<file path="config.mk">
export PLATFORM = sky130hd
export DESIGN_NAME = t02_alu_mul_seq
export DESIGN_NICKNAME = d
export VERILOG_FILES = /design/src/rtl/t02_alu_mul_seq.sv
export SDC_FILE = /design/constraint.sdc
export NUM_CORES = 1
export LEC_CHECK = 0
export ABC_CLOCK_PERIOD_IN_PS = 1840
export BUFFER_PORTS_ARGS = -buffer_cell sky130_fd_sc_hd__buf_2
export CORE_UTILIZATION = 41
export DETAILED_ROUTE_END_ITERATION = 12
export PLACE_DENSITY = 0.68
export SYNTH_ARGS = -nofsm -noshare
export SYNTH_HDL_FRONTEND = slang
export SYNTH_SLANG_ARGS = --single-unit
</file>
<file path="constraint.sdc">
create_clock -name clk -period 1.84 [get_ports clk]
set_input_delay 0.092 -clock clk [delete_from_list [all_inputs] [get_ports clk]]
set_output_delay 0.092 -clock clk [all_outputs]
set_load 0.1 [all_outputs]
</file>
<file path="src/rtl/t02_alu_mul_seq.sv">
// Shift-add 32x32->32 multiply sequencer that borrows the shared t02 ALU for ADD/SLL/SRL.
// Optional early exit on an exhausted multiplier: define T02_MULSEQ_EARLY_EXIT_EN.
module t02_alu_mul_seq #(
  parameter int ITER_MAX = 32
) (
  input  logic        clk,
  input  logic        rst,
  input  logic        start,
  input  logic [31:0] op_a,
  input  logic [31:0] op_b,
  output logic        busy,
  output logic        done,
  output logic [31:0] product,
  output logic [3:0]  alu_op,
  output logic [31:0] alu_a,
  output logic [31:0] alu_b,
  input  logic [31:0] alu_result,
  input  logic        alu_zero
);

  localparam int CNT_W = $clog2(ITER_MAX + 1);
  localparam logic [3:0] OP_ADD = 4'd0;
  localparam logic [3:0] OP_SLL = 4'd5;
  localparam logic [3:0] OP_SRL = 4'd9;

  typedef enum logic [2:0] {S_IDLE, S_ADD, S_SHL, S_SHR, S_DONE} state_t;

  state_t             state, state_next;
  logic [31:0]        reg_a, reg_b, acc;
  logic [CNT_W-1:0]   cnt;
  logic               last_iter;

`ifdef T02_MULSEQ_EARLY_EXIT_EN
  // alu_zero in SHR means the shifted multiplier has no set bits left.
  assign last_iter = (cnt == CNT_W'(ITER_MAX - 1)) || alu_zero;
`else
  logic unused_alu_zero;
  assign unused_alu_zero = alu_zero;
  assign last_iter = (cnt == CNT_W'(ITER_MAX - 1));
`endif

  always_comb begin
    state_next = state;
    busy       = (state != S_IDLE);
    done       = 1'b0;
    alu_op     = OP_ADD;
    alu_a      = 32'd0;
    alu_b      = 32'd0;
    case (state)
      S_IDLE: if (start) state_next = S_ADD;
      S_ADD: begin
        alu_a      = acc;
        alu_b      = reg_a;
        state_next = S_SHL;
      end
      S_SHL: begin
        alu_op     = OP_SLL;
        alu_a      = reg_a;
        alu_b      = 32'd1;
        state_next = S_SHR;
      end
      S_SHR: begin
        alu_op     = OP_SRL;
        alu_a      = reg_b;
        alu_b      = 32'd1;
        state_next = last_iter ? S_DONE : S_ADD;
      end
      S_DONE: begin
        done       = 1'b1;
        state_next = S_IDLE;
      end
      default: state_next = S_IDLE;
    endcase
  end

  always_ff @(posedge clk) begin
    if (rst) begin
      state   <= S_IDLE;
      reg_a   <= 32'd0;
      reg_b   <= 32'd0;
      acc     <= 32'd0;
      cnt     <= '0;
      product <= 32'd0;
    end else begin
      state <= state_next;
      case (state)
        S_IDLE: if (start) begin
          reg_a <= op_a;
          reg_b <= op_b;
          acc   <= 32'd0;
          cnt   <= '0;
        end
        S_ADD: if (reg_b[0]) acc <= alu_result;
        S_SHL: reg_a <= alu_result;
        S_SHR: begin
          reg_b <= alu_result;
          cnt   <= cnt + 1'b1;
        end
        default: ;
      endcase
      // product tracks acc while busy and holds in IDLE until the next operation.
      if (state != S_IDLE) product <= acc;
    end
  end

endmodule

</file>
==> key figures <==
Status
  – Status: finished, violations left
  – Failing checks: negative hold slack, negative setup slack

Timing
  – Crit path time final: 1978 ps
  – Period utilization: 1.075
  – Slew HR: 0.5283
  – Final hold viol count: 1
  – Slew Viols, Final: 0
  – Hold slack: -29.48 ps
  – RSZ-0062 raised after global routing: true
  – Max Fclk: 0.5057 GHz
  – Fin worst setup slack: -137.6 ps
  – Clock Skew: 8.764 ps
  – Tightest Pin Transition: 707.6 ps
  – Post-route setup TNS: -7702 ps
  – Finish-stage setup viols: 111

Synth
  – Area contributors post-synth: dfxtp_1, nand2_1, mux2_2, a21oi_1, nor3_1
  – Simple-gate area share of the yosys netlist: 0.2440
  – Async S/R FF share, synth: 0
  – Synth Warn #: 0
  – EDFF count, synth: 0
  – Register area share after synthesis: 0.4169
  – Avg Cell Area, Syn: 7.984 sq um
  – Flops & latches, synth: 137
  – Synth Area in XOR/XNOR: 0.001331
  – Main combinational cell family by area after synthesis: simple AND/OR/NAND/NOR gates
  – Adder-Cell Fraction of Synth Area: 0.001902
  – Post-synthesis compound-gate area fraction: 0.2147
  – Post-synthesis cell area: 6579 sq um
  – Mux cell area share after synthesis: 0.05630
  – Synth top area share: 0.4169
  – Syn Inst Count: 824
  – Ys flop type: dfxtp_1
  – Syn nets: 925
  – Yosys cell types: 39
  – Cell taking the most area after synthesis: dfxtp_1

Min path
  – Hold Crit Class: input pin to flip-flop
  – Critical hold path startpoint: op_b[3]
  – Min-Delay Path Depth: 3
  – Worst hold endpoint: reg_b[3]

Pwr
  – Leakage: 4.704 nW
  – Sw power: 0.004770 W
  – Clock Power Share: 0.265
  – P_int: 0.007340 W
  – VDD IR max: 0.0008266 V
  – Sequential share of power: 0.294
  – Switching share of power: 0.3939
  – Comb pwr share: 0.441
  – PD cells: 998.1 nW/um^2
  – Total power: 0.01211 W

Global route
  – Global Route Usage Sum: 0.2984
  – Vias in the first global route: 7430
  – Remaining Overflow, GRT: 0
  – First-pass GRT wire length: 38440 microns
  – Initial antenna violation count: 0
  – Pin count of the biggest net entering global routing: 63

Setup path
  – Crit-path max cell delay: 370 ps
  – Crit. End Element: flip-flop
  – Worst R2R Start: state[1]
  – Crit path kind: flip-flop to flip-flop
  – CP Cell Sequence: buf_12 > buf_8 > buf_6 > nor4b_4 > buf_6 > clkbuf_16 > nand2_4 > a311oi_1
  – Startpoint Class: flip-flop
  – Crit path max fanout: 7
  – R2r setup slk: -140 ps
  – R2R depth: 8
  – Crit path required time: 2160 ps
  – Critical path's most frequent cell: buf_6
  – Worst r2r dst: reg_a[5]
  – CP max stage cell: dfxtp_4
  – Crit path DAT: 2300 ps

Die
  – Die height: 128.7 microns
  – Die ar.: 16560 sq um
  – Die Span X: 128.7 microns
  – Row Count: 45
  – Core area: 15430 sq um
  – I/O pin total: 202
  – Initial Utilization: 0.4264

Final layout
  – Most frequent cells in the layout: dfxtp_1, buf_2, nand2_1
  – Final net count: 1225
  – Share of layout cells above drive strength 1: 0.4741
  – Area delta synth->final: 84.42%
  – Area of the multi-input gates: 4399 sq um
  – Core Util, Final: 0.7865
  – Commonest non-fill, non-tap cell in the layout: dfxtp_1
  – Register Area: 2755 sq um
  – Fill cells: 899
  – Ant. Diodes: 0

Placement
  – Post-DP HPWL: 14590 microns
  – RD Place Congestion: 0.8076
  – I/O Buffers: 199
  – Worst slack, placed: 146.2 ps

Detailed routing
  – Vias: 8353
  – DR vias/cell: 6.197
  – ANT nets after route: 0
  – Iter 0 DRT Violations: 875
  – DR WL/cell: 22.78 microns
  – Total Wirelength: 30700 microns
  – DRC Markers: 0
  – DR pass1 iterations: 5

CTS
  – CTS sink cnt: 137
  – CTS tree: yes
  – Clk pin slew, worst setup/hold paths: 60 ps
  – Cts bufs inserted: 17
  – H-Tree Depth: 4
  – Root buf cell: clkbuf_16
  – Clk_lat worst skew: 430 ps
  – CTS max path bufs: 2

Flow run
  – Max Cap Viol: 0
[layer usage]
| metal | GRT usage | vias to the layer above | part of all wire |
|---|---|---|---|
| met5 | 0 | - | 0 |
| met4 | 0.1170 | 0 | 0.054 |
| met3 | 0.06445 | 146 | 0.10 |
| met2 | 0.5049 | 596 | 0.48 |
| met1 | 0.3699 | 4012 | 0.37 |
| li1 | - | 3599 | - |
[timing repair]
action / CTS / global route
endpoints found under the setup margin: 67 / 99
setup buffers: 7 / 16
gates cloned: 2 / 18
resized for setup: 44 / 142
pin swaps: 2 / 81
endpoints found under the hold margin: 94 / 0
hold buffers: 95 / 0
[per-stage QoR]
step                      area (sq um)  std cells
final                            12130       1348
after floorplan                   6870        824
after detailed placement          9198       1180
after CTS                        10980       1316
after global placement            9198       1180
after global routing             12130       1348
[power by group through the flow]
stage	sequential, W	combinational [W]	clock, W
global placement	0.00352	0.00387	0
CTS	0.00349	0.00427	0.00318
finish	0.00356	0.00534	0.00321
global route	0.00359	0.00547	0.00333
detailed placement	0.00354	0.00389	0
floorplan	0.00353	0.00247	0
[cell usage after synthesis, types with 15 or more instances]
master    instances
a21oi_1          69
a22oi_1          32
a311oi_1         35
and3_1           31
buf_2            20
clkbuf_1         64
dfxtp_1         137
mux2_2           32
nand2_1         133
nand4_1          32
nor2_1           66
nor3_1           66
o21ai_0          33
o22ai_1          15
o22ai_2          17
[registers in the layout, indices dropped and copies added (netlist names)]
register,count
acc,32
product,32
reg_b,32
cnt,6
state,3
reg_a,32
[critical path: cells and delay by family (launching register included)]
| family | cells | cell delay, ps |
|---|---|---|
| simple gates | 2 | 400 |
| flops | 1 | 370 |
| compound gates | 1 | 310 |
| buf+inv | 5 | 790 |
[how the worst max path moves through the flow]
stage,from,end,slack (ps)
global route,state[1],reg_a[8],-180
global placement,state[1],cnt[4],190
detailed placement,state[0],reg_a[9],150
CTS,state[1],alu_a[24],-120
floorplan,state[2],done,-300
finish,state[1],reg_a[5],-140
[logic make-up after synthesis]
kind of cell               after synthesis
AOI/OAI and AO/OA                      206
xor gates and xnor gates                 1
adders and majority gates                1
buffers and inverters                   97
DFF                                    137
muxes                                   33
other                                    1
and+or+nand+nor                        348
[area by class of cell]
class / count / share of cell area
clock inverter: 7 / 0.003300
clock buffer: 25 / 0.04177
timing repair buffer: 374 / 0.3420
tap: 211 / 0.02176
inverter: 3 / 0.001547
sequential: 137 / 0.2271
multi-input combinational: 591 / 0.3626
Power figures use the tool's default switching activity.
